## src/rtl/adc_stream_pkg.sv

```systemverilog
`default_nettype none
// +----------------------------------------------------------------------+
// | Module   : adc_stream_pkg                                            |
// | Brief    : Command opcodes, FSM state encoding and header default    |
// |            for the ADC capture streaming controller.                 |
// | Revision : 1.0 - initial release                                     |
// +----------------------------------------------------------------------+
package adc_stream_pkg;

   // Host command opcodes, carried in rx_data[3:0]
   localparam logic [3:0] C_OP_START   = 4'h1;
   localparam logic [3:0] C_OP_STATUS  = 4'h2;
   localparam logic [3:0] C_OP_SET_DIV = 4'h4;
   localparam logic [3:0] C_OP_CONT    = 4'h5;
   localparam logic [3:0] C_OP_STOP    = 4'h6;

   // Default frame header byte
   localparam logic [7:0] C_HDR_DEFAULT = 8'hA5;

   typedef enum logic [3:0] {
      ST_IDLE  = 4'd0,
      ST_ARM   = 4'd1,
      ST_WAIT  = 4'd2,
      ST_HDR   = 4'd3,
      ST_LOAD  = 4'd4,
      ST_SEND  = 4'd5,
      ST_SENDW = 4'd6,
      ST_CKSUM = 4'd7,
      ST_STAT  = 4'd8,
      ST_END   = 4'd9
   } state_e;

endpackage
`default_nettype wire

```

## src/rtl/adc_stream_cmd.sv

```systemverilog
`default_nettype none
// +----------------------------------------------------------------------+
// | Module   : adc_stream_cmd                                            |
// | Brief    : Host command decoder. Holds the ADC divider, continuous   |
// |            mode and pending-stop flags; flags start/status requests  |
// |            that are only honoured while the streamer is idle.        |
// | Revision : 1.0 - initial release                                     |
// +----------------------------------------------------------------------+
module adc_stream_cmd
   import adc_stream_pkg::*;
#(
   parameter logic [3:0] DIV_INIT = 4'd3
) (
   input  logic       clk_i,
   input  logic       rst_i,
   input  logic       rx_done_i,
   input  logic [7:0] rx_data_i,
   input  logic       idle_i,
   input  logic       end_clr_i,
   output logic [3:0] divider_o,
   output logic       cont_mode_o,
   output logic       stop_pending_o,
   output logic       start_req_o,
   output logic       status_req_o
);

   logic [3:0] divider_q, divider_d;
   logic       cont_q, cont_d;
   logic       stop_q, stop_d;
   logic [3:0] w_op;
   logic [3:0] w_arg;

   assign w_op  = rx_data_i[3:0];
   assign w_arg = rx_data_i[7:4];

   assign start_req_o    = rx_done_i && idle_i && ((w_op == C_OP_START) || (w_op == C_OP_CONT));
   assign status_req_o   = rx_done_i && idle_i && (w_op == C_OP_STATUS);
   assign divider_o      = divider_q;
   assign cont_mode_o    = cont_q;
   assign stop_pending_o = stop_q;

   // Command decode; a frame end that returns to idle clears both mode flags
   always_comb begin
      divider_d = divider_q;
      cont_d    = cont_q;
      stop_d    = stop_q;
      if (end_clr_i) begin
         cont_d = 1'b0;
         stop_d = 1'b0;
      end
      if (rx_done_i) begin
         case (w_op)
            C_OP_START: begin
               if (idle_i) begin
                  divider_d = w_arg;
                  cont_d    = 1'b0;
                  stop_d    = 1'b0;
               end
            end
            C_OP_CONT: begin
               if (idle_i) begin
                  divider_d = w_arg;
                  cont_d    = 1'b1;
                  stop_d    = 1'b0;
               end
            end
            C_OP_SET_DIV: divider_d = w_arg;
            C_OP_STOP: begin
               if (idle_i) begin
                  cont_d = 1'b0;
               end else if (!end_clr_i) begin
                  stop_d = 1'b1;
               end
            end
            default: ;
         endcase
      end
   end

   // Decoder state registers
   always_ff @(posedge clk_i or posedge rst_i) begin
      if (rst_i) begin
         divider_q <= DIV_INIT;
         cont_q    <= 1'b0;
         stop_q    <= 1'b0;
      end else begin
         divider_q <= divider_d;
         cont_q    <= cont_d;
         stop_q    <= stop_d;
      end
   end

endmodule
`default_nettype wire

```

## src/rtl/adc_stream_ctrl.sv

```systemverilog
`default_nettype none
// +----------------------------------------------------------------------+
// | Module   : adc_stream_ctrl                                           |
// | Brief    : Streams a captured ADC frame from RAM to an FT245 FIFO:   |
// |            header byte, RAM words LSB byte first, optional checksum. |
// |            Define ADC_STREAM_CKSUM_EN to append the modulo-256       |
// |            checksum byte after the last data byte.                   |
// | Revision : 1.0 - initial release                                     |
// +----------------------------------------------------------------------+
module adc_stream_ctrl
   import adc_stream_pkg::*;
#(
   parameter int         WORD_BYTES = 4,
   parameter int         ADDR_W     = 11,
   parameter int         LAST_ADDR  = 2047,
   parameter logic [7:0] HDR_BYTE   = C_HDR_DEFAULT,
   parameter logic [3:0] DIV_INIT   = 4'd3
) (
   input  logic                    CLK,
   input  logic                    RST,
   input  logic                    rx_done,
   input  logic [7:0]              rx_data,
   input  logic                    tx_valid,
   input  logic                    tx_done,
   output logic                    tx_en,
   output logic [7:0]              tx_data,
   output logic                    start_turn,
   input  logic                    turn_done,
   output logic [3:0]              divider,
   output logic [ADDR_W-1:0]       ram_rd_addr,
   input  logic [8*WORD_BYTES-1:0] ram_rd_data,
   output logic                    busy
);

   localparam logic [1:0]        C_LAST_IDX  = 2'(WORD_BYTES - 1);
   localparam logic [ADDR_W-1:0] C_LAST_ADDR = ADDR_W'(LAST_ADDR);

   state_e            state_q, state_d;
   logic [ADDR_W-1:0] addr_q, addr_d;
   logic [1:0]        idx_q, idx_d;
   logic              sent_q, sent_d;
   logic              tx_en_q, tx_en_d;
   logic [7:0]        tx_data_q, tx_data_d;
`ifdef ADC_STREAM_CKSUM_EN
   logic [7:0]        cksum_q, cksum_d;
`endif

   logic       w_cont, w_stop, w_start_req, w_status_req, w_end_clr;
   logic [7:0] w_bytes [4];
   logic [7:0] w_cur_byte;

   // Split the RAM word into bytes; unused lanes read as zero
   for (genvar i = 0; i < 4; i++) begin : g_bytes
      if (i < WORD_BYTES) begin : g_used
         assign w_bytes[i] = ram_rd_data[i*8 +: 8];
      end else begin : g_unused
         assign w_bytes[i] = 8'h00;
      end
   end
   assign w_cur_byte = w_bytes[idx_q];

   assign w_end_clr   = (state_q == ST_END) && !(w_cont && !w_stop);
   assign busy        = (state_q != ST_IDLE);
   assign start_turn  = (state_q == ST_ARM);
   assign tx_en       = tx_en_q;
   assign tx_data     = tx_data_q;
   assign ram_rd_addr = addr_q;

   adc_stream_cmd #(
      .DIV_INIT (DIV_INIT)
   ) u_cmd (
      .clk_i          (CLK),
      .rst_i          (RST),
      .rx_done_i      (rx_done),
      .rx_data_i      (rx_data),
      .idle_i         (state_q == ST_IDLE),
      .end_clr_i      (w_end_clr),
      .divider_o      (divider),
      .cont_mode_o    (w_cont),
      .stop_pending_o (w_stop),
      .start_req_o    (w_start_req),
      .status_req_o   (w_status_req)
   );

   // Next-state logic; header/checksum/status bytes use sent_q to split request and completion
   always_comb begin
      state_d   = state_q;
      addr_d    = addr_q;
      idx_d     = idx_q;
      sent_d    = sent_q;
      tx_en_d   = 1'b0;
      tx_data_d = tx_data_q;
`ifdef ADC_STREAM_CKSUM_EN
      cksum_d   = cksum_q;
`endif
      case (state_q)
         ST_IDLE: begin
            if (w_start_req)       state_d = ST_ARM;
            else if (w_status_req) state_d = ST_STAT;
         end
         ST_ARM: state_d = ST_WAIT;
         ST_WAIT: begin
            if (turn_done) begin
               addr_d  = '0;
               idx_d   = 2'd0;
               state_d = ST_HDR;
            end
         end
         ST_HDR: begin
`ifdef ADC_STREAM_CKSUM_EN
            cksum_d = 8'h00;
`endif
            if (!sent_q) begin
               if (!tx_valid) begin
                  tx_en_d   = 1'b1;
                  tx_data_d = HDR_BYTE;
                  sent_d    = 1'b1;
               end
            end else if (tx_done) begin
               sent_d  = 1'b0;
               state_d = ST_LOAD;
            end
         end
         ST_LOAD: state_d = ST_SEND;
         ST_SEND: begin
            if (!tx_valid) begin
               tx_en_d   = 1'b1;
               tx_data_d = w_cur_byte;
`ifdef ADC_STREAM_CKSUM_EN
               cksum_d   = cksum_q + w_cur_byte;
`endif
               state_d   = ST_SENDW;
            end
         end
         ST_SENDW: begin
            if (tx_done) begin
               if (idx_q == C_LAST_IDX) begin
                  idx_d = 2'd0;
                  if (addr_q == C_LAST_ADDR) begin
`ifdef ADC_STREAM_CKSUM_EN
                     state_d = ST_CKSUM;
`else
                     state_d = ST_END;
`endif
                  end else begin
                     addr_d  = addr_q + ADDR_W'(1);
                     state_d = ST_LOAD;
                  end
               end else begin
                  idx_d   = idx_q + 2'd1;
                  state_d = ST_SEND;
               end
            end
         end
`ifdef ADC_STREAM_CKSUM_EN
         ST_CKSUM: begin
            if (!sent_q) begin
               if (!tx_valid) begin
                  tx_en_d   = 1'b1;
                  tx_data_d = cksum_q;
                  sent_d    = 1'b1;
               end
            end else if (tx_done) begin
               sent_d  = 1'b0;
               state_d = ST_END;
            end
         end
`endif
         ST_STAT: begin
            if (!sent_q) begin
               if (!tx_valid) begin
                  tx_en_d   = 1'b1;
                  tx_data_d = {w_cont, w_stop, 2'b00, divider};
                  sent_d    = 1'b1;
               end
            end else if (tx_done) begin
               sent_d  = 1'b0;
               state_d = ST_IDLE;
            end
         end
         ST_END: begin
            if (w_cont && !w_stop) state_d = ST_ARM;
            else                   state_d = ST_IDLE;
         end
         default: state_d = ST_IDLE;
      endcase
   end

   // FSM and transmit registers; reset aborts any frame in progress
   always_ff @(posedge CLK or posedge RST) begin
      if (RST) begin
         state_q   <= ST_IDLE;
         addr_q    <= '0;
         idx_q     <= 2'd0;
         sent_q    <= 1'b0;
         tx_en_q   <= 1'b0;
         tx_data_q <= 8'h00;
      end else begin
         state_q   <= state_d;
         addr_q    <= addr_d;
         idx_q     <= idx_d;
         sent_q    <= sent_d;
         tx_en_q   <= tx_en_d;
         tx_data_q <= tx_data_d;
      end
   end

`ifdef ADC_STREAM_CKSUM_EN
   // Running checksum of the data bytes of the current frame
   always_ff @(posedge CLK or posedge RST) begin
      if (RST) cksum_q <= 8'h00;
      else     cksum_q <= cksum_d;
   end
`endif

endmodule
`default_nettype wire

```

## config.mk

```make
export PLATFORM = sky130hd
export DESIGN_NAME = adc_stream_ctrl
export DESIGN_NICKNAME = d
export VERILOG_FILES = /design/src/rtl/adc_stream_pkg.sv /design/src/rtl/adc_stream_cmd.sv /design/src/rtl/adc_stream_ctrl.sv
export SDC_FILE = /design/constraint.sdc
export NUM_CORES = 1
export LEC_CHECK = 0
export CAP_MARGIN = 20
export CORE_MARGIN = 3
export CORE_UTILIZATION = 49
export DETAILED_ROUTE_END_ITERATION = 8
export PLACE_DENSITY = 0.95
export SYNTH_ARGS = -nofsm -noshare
export SYNTH_HDL_FRONTEND = slang
export SYNTH_SLANG_ARGS = --single-unit
```

## constraint.sdc

```tcl
create_clock -name CLK -period 3.94 [get_ports CLK]
set_input_delay 0.788 -clock CLK [delete_from_list [all_inputs] [get_ports CLK]]
set_output_delay 0.788 -clock CLK [all_outputs]
set_load 0.05 [all_outputs]
```

==> impl_table.tex, run 1 <==
\begin{tabular}{lr}
\hline
Metric & Value \\
\hline
\multicolumn{2}{l}{\textbf{Synthesis}} \\
\quad FFs w/ async S/R, synth & 100\% \\
\quad Cell variety after synth & 49 \\
\quad Avg Inst Size Synth & 10.2 um2 \\
\quad Most used DFF post-synth & sky130\_fd\_sc\_hd\_\_dfrtp\_1 \\
\quad Post-synthesis instance total & 210 \\
\quad Number of enable-type register cells in the synthesized netlist & 0 \\
\quad Count of synthesis-stage warnings from yosys & 0 \\
\quad FF+latch count, synth & 33 \\
\quad Post-Syn Nets & 258 \\
\quad Post-synthesis instance area & 2150 um2 \\
\quad Share of synthesized area occupied by flip-flops and latches & 38.6\% \\
\multicolumn{2}{l}{\textbf{Worst hold path}} \\
\quad Min-Delay Path Depth & 1 \\
\quad Class of the tightest hold or removal check & reg -> reg \\
\quad Hold endpoint & tx\_data[5] \\
\quad Launch point of the worst hold path & tx\_data[5] \\
\multicolumn{2}{l}{\textbf{Route}} \\
\quad Number of iterations in the first detailed-routing pass & 4 \\
\quad Post-Route WL & 6.14 mm \\
\quad Remaining antenna violation count & 0 \\
\quad Residual DRC count & 0 \\
\quad DR vias & 2042 \\
\quad Wire length per cell & 18.8 um \\
\quad Violation count after the first detailed-routing iteration & 145 \\
\quad Via density per instance & 6.26 \\
\multicolumn{2}{l}{\textbf{STA}} \\
\quad Crit path setup slack, layout & 0.783 ns \\
\quad Sum Neg Setup Slack & 0 ns \\
\quad Unrepaired setup endpoints after global routing & no \\
\quad Fin. max-slew vios & 0 \\
\quad Final number of setup-violating endpoints & 0 \\
\quad Tmin final & 3.16 ns \\
\quad Fmax & 317 MHz \\
\quad Final-report hold violation count & 0 \\
\quad Worst slew slack as a fraction of its limit & 41.6\% \\
\quad Period utilization & 80.1\% \\
\quad Clock skew after layout & 0.00370 ns \\
\quad Worst Tran Pin Value & 0.854 ns \\
\multicolumn{2}{l}{\textbf{Setup path}} \\
\quad Worst setup EP type & output port \\
\quad Largest fanout on the critical path & 21 \\
\quad Critical Path Start Type & register \\
\quad Critical path, cell by cell & or4\_1, clkdlybuf4s50\_1 \\
\quad R2R Setup Slk & 1.25 ns \\
\quad Arrival time reported for the critical path endpoint & 2.37 ns \\
\quad CP max-delay cell & sky130\_fd\_sc\_hd\_\_clkdlybuf4s50\_1 \\
\quad Reg2Reg Depth & 5 \\
\quad Startpoint of the lowest-slack register-to-register path & idx\_q[0] \\
\quad Type of the setup path with the least slack & reg -> out \\
\quad Slowest cell delay on critical path & 0.75 ns \\
\quad Data required time at the worst endpoint & 3.15 ns \\
\quad Worst R2R End & ram\_rd\_addr[9] \\
\multicolumn{2}{l}{\textbf{Floorplanning}} \\
\quad Die Y-Extent & 72.2 um \\
\quad Die width & 72.2 um \\
\quad Number of placed I/O pins & 72 \\
\quad Core area & 4120 um2 \\
\quad Die area & 5210 um2 \\
\quad Initial Util & 52.2\% \\
\quad Cell row count & 23 \\
\multicolumn{2}{l}{\textbf{Clocking}} \\
\quad Number of buffers inserted by hold repair at cts & 0 \\
\quad Level count of the clock H-tree & 2 \\
\quad Post CTS Setup Buffer Count & 0 \\
\quad Number of gates resized after cts & 0 \\
\quad CTS tree & built \\
\quad Clock network latency to the later pin of the worst-skew pair & 0.29 ns \\
\quad Clock Sink Count & 33 \\
\quad Cell at the root of the clock tree & sky130\_fd\_sc\_hd\_\_clkbuf\_8 \\
\quad Clock slew at reported path FFs & 0.06 ns \\
\quad Maximum number of buffers from clock root to sink & 2 \\
\quad TritonCTS Buffers & 5 \\
\multicolumn{2}{l}{\textbf{Status}} \\
\quad Run status & finished clean \\
\multicolumn{2}{l}{\textbf{Finish}} \\
\quad Total inserted antenna cells & 0 \\
\quad Layout Cells excl Fill & 326 \\
\quad Most common cell after layout, fill and taps aside & sky130\_fd\_sc\_hd\_\_clkdlybuf4s50\_1 \\
\quad Commonest cells after routing, fill and taps aside & 71 x sky130\_fd\_sc\_hd\_\_clkdlybuf4s50\_1, 31 x sky130\_fd\_sc\_hd\_\_dfrtp\_1, 19 x sky130\_fd\_sc\_hd\_\_nand2\_1 \\
\quad Final design utilization & 72.9\% \\
\quad Proportion of layout cells with a drive suffix above 1 & 10.9\% \\
\quad Final Net Count & 323 \\
\quad Relative area change from synthesis to final layout & 39.7\% \\
\multicolumn{2}{l}{\textbf{Global route}} \\
\quad Remaining global-route overflow & 0 \\
\quad Vias in the first global route & 2038 \\
\quad Tot GR Track Use & 24.4\% \\
\quad First-pass GRT wire length & 9.89 mm \\
\quad Antenna violations before repair & 0 \\
\quad Maximum number of pins on one net before global-route repair & 34 \\
\multicolumn{2}{l}{\textbf{Place}} \\
\quad Placed insts & 318 \\
\quad Worst setup timing slack at the placement stage & 0.913 ns \\
\quad PortBufs & 71 \\
\quad Global placer's final weighted congestion & 0.818 \\
\quad Half-perimeter wire length after placement & 4.46 mm \\
\multicolumn{2}{l}{\textbf{Power}} \\
\quad VDD IR max & 0.000385 V \\
\quad Total power divided by cell area & 703 nW/um2 \\
\quad Leakage power & 1.21 nW \\
\quad Overall power of the completed layout & 2.11 mW \\
\multicolumn{2}{l}{\textbf{Run}} \\
\quad Total of max-cap violations & 0 \\
\hline
\end{tabular}
-- routing by layer --
layer / share of wire (%) / global-route usage (%) / vias to the layer above
met5: 0 / 0 / -
met1: 39 / 30.2 / 987
met2: 52 / 41.8 / 100
met4: 2.4 / 9.19 / 0
met3: 6.0 / 4.85 / 17
li1: - / - / 938
-- synthesized netlist by cell type, types with 7 or more instances --
cell	n	area [um2]
sky130_fd_sc_hd__a21oi_1	11	55.1
sky130_fd_sc_hd__a22o_1	7	61.3
sky130_fd_sc_hd__clkbuf_1	11	41.3
sky130_fd_sc_hd__dfrtp_1	31	776
sky130_fd_sc_hd__inv_1	7	26.3
sky130_fd_sc_hd__mux2_1	10	113
sky130_fd_sc_hd__mux4_2	8	180
sky130_fd_sc_hd__nand2_1	19	71.3
sky130_fd_sc_hd__nand3_1	11	55.1
sky130_fd_sc_hd__nor2_1	8	30.0
sky130_fd_sc_hd__nor3_1	8	40.0
sky130_fd_sc_hd__or4_1	10	75.1
-- stage by stage --
stage          instance area [um2]  hold WS, ns
2_1_floorplan                 2150        0.484
3_3_place_gp                  2880        0.458
3_5_place_dp                  2880        0.481
4_1_cts                       3000        0.497
5_1_grt                       3000        0.520
6_report                      3000        0.496
-- where the power goes --
group	switching (mW)	total, mW	internal, mW
clock network	0.123	0.329	0.206
registers	0.183	0.652	0.470
logic	0.687	1.13	0.439
total	0.992	2.11	1.12
-- how the worst max path moves through the flow --
stage	startpoint	endpoint	slack [ns]	depth (start not counted)
after floorplan	state_q[0]	start_turn	0.63	3
after global placement	rx_data[3]	state_q[0]	0.98	5
after detailed placement	rx_data[3]	state_q[0]	0.91	5
after CTS	state_q[1]	busy	0.80	2
after global routing	state_q[0]	busy	0.74	2
final	state_q[1]	busy	0.78	2
-- sequential cells by signal, indices dropped and copies added (netlist names) --
register              cells
tx_data                   8
u_cmd.divider_o           4
sent_q                    1
ram_rd_addr              11
u_cmd.cont_mode_o         1
tx_en                     1
state_q                   4
idx_q                     2
u_cmd.stop_pending_o      1
-- cells by family after synthesis --
kind of cell	after synthesis	synth area share [%]
simple gates	84	23.5
mux	25	17.1
fa+ha+maj	2	1.17
buf+inv	22	3.96
flops	33	38.6
compound gates	44	15.7
-- area by class of cell --
class                           count  area, um2
Tap cell                           50       62.6
Sequential cell                    33        828
Multi-Input combinational cell    155       1240
Fill cell                         287       1120
Clock inverter                      1       30.0
Timing Repair Buffer               73        726
Inverter                            7       26.3
Clock buffer                        7       86.3
-- critical path, delay by kind of cell (launching register included) --
kind                   cells  cell delay, ns
buffers and inverters      1            0.75
flip-flops                 1            0.61
AND/OR/NAND/NOR            1            0.72
No activity file was read; power rests on OpenSTA's default activity.
==> inputs of run 2 (changes only) <==
--- a/config.mk
+++ b/config.mk
@@ -7,9 +7,9 @@
 export LEC_CHECK = 0
 export CAP_MARGIN = 20
 export CORE_MARGIN = 3
-export CORE_UTILIZATION = 49
+export CORE_UTILIZATION = 41
 export DETAILED_ROUTE_END_ITERATION = 8
-export PLACE_DENSITY = 0.95
+export PLACE_DENSITY = 0.86
 export SYNTH_ARGS = -nofsm -noshare
 export SYNTH_HDL_FRONTEND = slang
 export SYNTH_SLANG_ARGS = --single-unit
==> constraint.sdc (replaced) <==
create_clock -name CLK -period 2.71 [get_ports CLK]
set_input_delay 0.542 -clock CLK [delete_from_list [all_inputs] [get_ports CLK]]
set_output_delay 0.542 -clock CLK [all_outputs]
set_load 0.05 [all_outputs]
==> run 2 against run 1 <==
Against the previous run:
- global-route usage down 6.0 points
- cell count is 8.3% higher
- sequential share of layout area shrank 0.55 points
==> impl_table.tex, run 2 (same netlist as run 1, synthesis figures left out) <==
\begin{tabular}{lr}
\hline
Metric & Value \\
\hline
\multicolumn{2}{l}{\textbf{Global route}} \\
\quad Global routing usage on met2 & 29.7\% (was 41.8\%) \\
\quad Antenna violations before repair & 0 (unchanged) \\
\quad Global route hottest layer & met2 (unchanged) \\
\quad Vias in the first global route & 1876 (was 2038) \\
\quad Maximum number of pins on one net before global-route repair & 34 (unchanged) \\
\quad First-pass GRT wire length & 9.01 mm (was 9.89 mm) \\
\quad Remaining global-route overflow & 0 (unchanged) \\
\quad Met1 usage in global routing & 24.9\% (was 30.2\%) \\
\quad Met3 track demand over resource in global routing & 3.44\% (was 4.85\%) \\
\quad Tot GR Track Use & 18.4\% (was 24.4\%) \\
\multicolumn{2}{l}{\textbf{Clocking}} \\
\quad TritonCTS Buffers & 5 (unchanged) \\
\quad Maximum number of buffers from clock root to sink & 2 (unchanged) \\
\quad Number of gates resized after cts & 0 (unchanged) \\
\quad Post CTS Setup Buffer Count & 0 (unchanged) \\
\quad Cell at the root of the clock tree & sky130\_fd\_sc\_hd\_\_clkbuf\_8 (unchanged) \\
\quad Clock Sink Count & 33 (unchanged) \\
\quad Level count of the clock H-tree & 2 (unchanged) \\
\quad Clock slew at reported path FFs & 0.07 ns (was 0.06 ns) \\
\quad CTS tree & built (unchanged) \\
\quad Number of buffers inserted by hold repair at cts & 0 (unchanged) \\
\quad Clock network latency to the later pin of the worst-skew pair & 0.28 ns (was 0.29 ns) \\
\multicolumn{2}{l}{\textbf{Finish}} \\
\quad Design Area, Final & 3060 um2 (was 3000 um2) \\
\quad Proportion of layout cells with a drive suffix above 1 & 14.3\% (was 10.9\%) \\
\quad Final Net Count & 333 (was 323) \\
\quad Most common cell after layout, fill and taps aside & sky130\_fd\_sc\_hd\_\_clkdlybuf4s50\_1 (unchanged) \\
\quad Multi-input gate area in the final layout & 1250 um2 (was 1240 um2) \\
\quad Max reg flops & 11 (unchanged) \\
\quad Total inserted antenna cells & 0 (unchanged) \\
\quad Sequential cell area in the final layout & 828 um2 (unchanged) \\
\quad Relative area change from synthesis to final layout & 42.5\% (was 39.7\%) \\
\quad Commonest cells after routing, fill and taps aside & 69 x sky130\_fd\_sc\_hd\_\_clkdlybuf4s50\_1, 31 x sky130\_fd\_sc\_hd\_\_dfrtp\_1, 19 x sky130\_fd\_sc\_hd\_\_nand2\_1 (was 71 x sky130\_fd\_sc\_hd\_\_clkdlybuf4s50\_1, 31 x sky130\_fd\_sc\_hd\_\_dfrtp\_1, 19 x sky130\_fd\_sc\_hd\_\_nand2\_1) \\
\quad Fill cells & 413 (was 287) \\
\multicolumn{2}{l}{\textbf{Setup path}} \\
\quad Most common cell type on the critical path & sky130\_fd\_sc\_hd\_\_or4\_1 \\
\quad Type of the setup path with the least slack & reg -> reg (was reg -> out) \\
\quad Worst setup EP type & register (was output port) \\
\quad Critical path, cell by cell & or3b\_1, or4\_1, or4\_1, a21oi\_1 (was or4\_1, clkdlybuf4s50\_1) \\
\quad Buffers plus inverters on the worst setup path & 0 (was 1) \\
\quad Largest fanout on the critical path & 13 (was 21) \\
\quad Slowest cell delay on critical path & 0.67 ns (was 0.75 ns) \\
\quad Data required time at the worst endpoint & 2.92 ns (was 3.15 ns) \\
\quad Delay-heaviest family, CP & simple AND/OR/NAND/NOR gates (was buffers and inverters) \\
\quad Arrival time reported for the critical path endpoint & 2.52 ns (was 2.37 ns) \\
\quad Critical Path Start Type & register (unchanged) \\
\quad CP max-delay cell & sky130\_fd\_sc\_hd\_\_or4\_1 (was sky130\_fd\_sc\_hd\_\_clkdlybuf4s50\_1) \\
\multicolumn{2}{l}{\textbf{Floorplanning}} \\
\quad Number of placed I/O pins & 72 (unchanged) \\
\quad Die area & 6140 um2 (was 5210 um2) \\
\quad Core area & 4880 um2 (was 4120 um2) \\
\quad Die width & 78.4 um (was 72.2 um) \\
\quad Cell row count & 25 (was 23) \\
\quad Initial Util & 44.0\% (was 52.2\%) \\
\quad Die Y-Extent & 78.4 um (was 72.2 um) \\
\multicolumn{2}{l}{\textbf{Place}} \\
\quad Global placer's final weighted congestion & 0.836 (was 0.818) \\
\quad Half-perimeter wire length after placement & 4.30 mm (was 4.46 mm) \\
\quad PortBufs & 71 (unchanged) \\
\quad Placed Area & 2980 um2 (was 2880 um2) \\
\multicolumn{2}{l}{\textbf{Status}} \\
\quad Run status & finished clean (unchanged) \\
\multicolumn{2}{l}{\textbf{Route}} \\
\quad Residual DRC count & 0 (unchanged) \\
\quad Wire length per cell & 15.6 um (was 18.8 um) \\
\quad DR vias & 1953 (was 2042) \\
\quad Number of iterations in the first detailed-routing pass & 4 (unchanged) \\
\quad Remaining antenna violation count & 0 (unchanged) \\
\quad Post-Route WL & 5.49 mm (was 6.14 mm) \\
\quad Violation count after the first detailed-routing iteration & 84 (was 145) \\
\quad Via density per instance & 5.53 (was 6.26) \\
\multicolumn{2}{l}{\textbf{STA}} \\
\quad Fmax & 434 MHz \\
\quad Sum Neg Setup Slack & 0 ns (unchanged) \\
\quad Period utilization & 85.0\% \\
\quad Final number of setup-violating endpoints & 0 (unchanged) \\
\quad Unrepaired setup endpoints after global routing & no (unchanged) \\
\quad Worst Tran Pin Value & 0.612 ns (was 0.854 ns) \\
\quad Final-report hold violation count & 0 (unchanged) \\
\quad Clock skew after layout & 0.00380 ns (was 0.00370 ns) \\
\quad Tmin final & 2.30 ns \\
\quad Worst slew slack as a fraction of its limit & 58.2\% (was 41.6\%) \\
\quad Fin. max-slew vios & 0 (unchanged) \\
\multicolumn{2}{l}{\textbf{Worst hold path}} \\
\quad Class of the tightest hold or removal check & reg -> reg (unchanged) \\
\multicolumn{2}{l}{\textbf{Power}} \\
\quad VDD IR max & 0.000721 V (was 0.000385 V) \\
\quad Total power divided by cell area & 963 nW/um2 (was 703 nW/um2) \\
\quad Leakage power & 1.25 nW (was 1.21 nW) \\
\multicolumn{2}{l}{\textbf{Run}} \\
\quad Total of max-cap violations & 0 (unchanged) \\
\hline
\end{tabular}
==> run 2: changes by cell type in the layout (fill, tap and decap cells not counted) <==
cell,previous run,this run
sky130_fd_sc_hd__nor4b_2,1,2
sky130_fd_sc_hd__nor4b_1,2,1
sky130_fd_sc_hd__bufinv_16,1,0
sky130_fd_sc_hd__clkdlybuf4s50_1,71,69
sky130_fd_sc_hd__buf_4,2,14
sky130_fd_sc_hd__clkbuf_8,6,5
sky130_fd_sc_hd__clkbuf_1,1,3
==> run 2: final timing paths <==
check	from	end	slack, ns	cells past startpoint
worst max-delay path	state_q[1]	ram_rd_addr[8]	0.41	4
worst min-delay path	tx_data[4]	tx_data[4]	0.48	1
worst max register to register	state_q[1]	ram_rd_addr[8]	0.41	4
worst min register to register	tx_data[4]	tx_data[4]	0.48	1
max in group asynchronous	RST	u_cmd.divider_o[0]	1.71	3
min in group asynchronous	RST	ram_rd_addr[9]	0.66	3
==> run 2: worst register-to-register path, cell delays in order, from the launching register on <==
cell and delay [ns]:
sky130_fd_sc_hd__dfrtp_1 0.54, sky130_fd_sc_hd__or3b_1 0.42, sky130_fd_sc_hd__or4_1 0.67, sky130_fd_sc_hd__or4_1 0.46
sky130_fd_sc_hd__a21oi_1 0.15
==> run 2: cell type report <==
type,instances,area share (%)
clock buffers,8,2.62
inverters,7,0.859
multi-input cells,155,40.7
flip-flops and latches,33,27.1
well taps,67,2.74
repair buffers,83,26.0
==> run 2: per-layer routing <==
layer	up-vias	part of all wire (%)
li1	962	-
met1	934	45
met2	49	49
met3	8	3.8
met4	0	1.8
met5	-	0
==> run 2: power by group <==
| part | total [mW] | internal (mW) | switching [mW] | leakage [nW] |
|---|---|---|---|---|
| sequential | 0.880 | 0.684 | 0.196 | 0.415 |
| combinational | 1.72 | 0.686 | 1.03 | 0.793 |
| clock | 0.351 | 0.182 | 0.169 | 0.0395 |
==> run 2: stage by stage <==
stage / std cells / utilization, % / power (mW) / hold slack [ns] / setup slack, ns
2_1_floorplan: 210 / - / 2.01 / 0.484 / 0.345
3_3_place_gp: 345 / 61.1 / 2.57 / 0.461 / 0.203
3_5_place_dp: 345 / 61.1 / 2.60 / 0.467 / 0.0891
4_1_cts: 353 / 62.7 / 2.96 / 0.481 / 0.393
5_1_grt: 353 / 62.7 / 3.11 / 0.513 / 0.256
6_report: 353 / 62.7 / 2.95 / 0.478 / 0.407
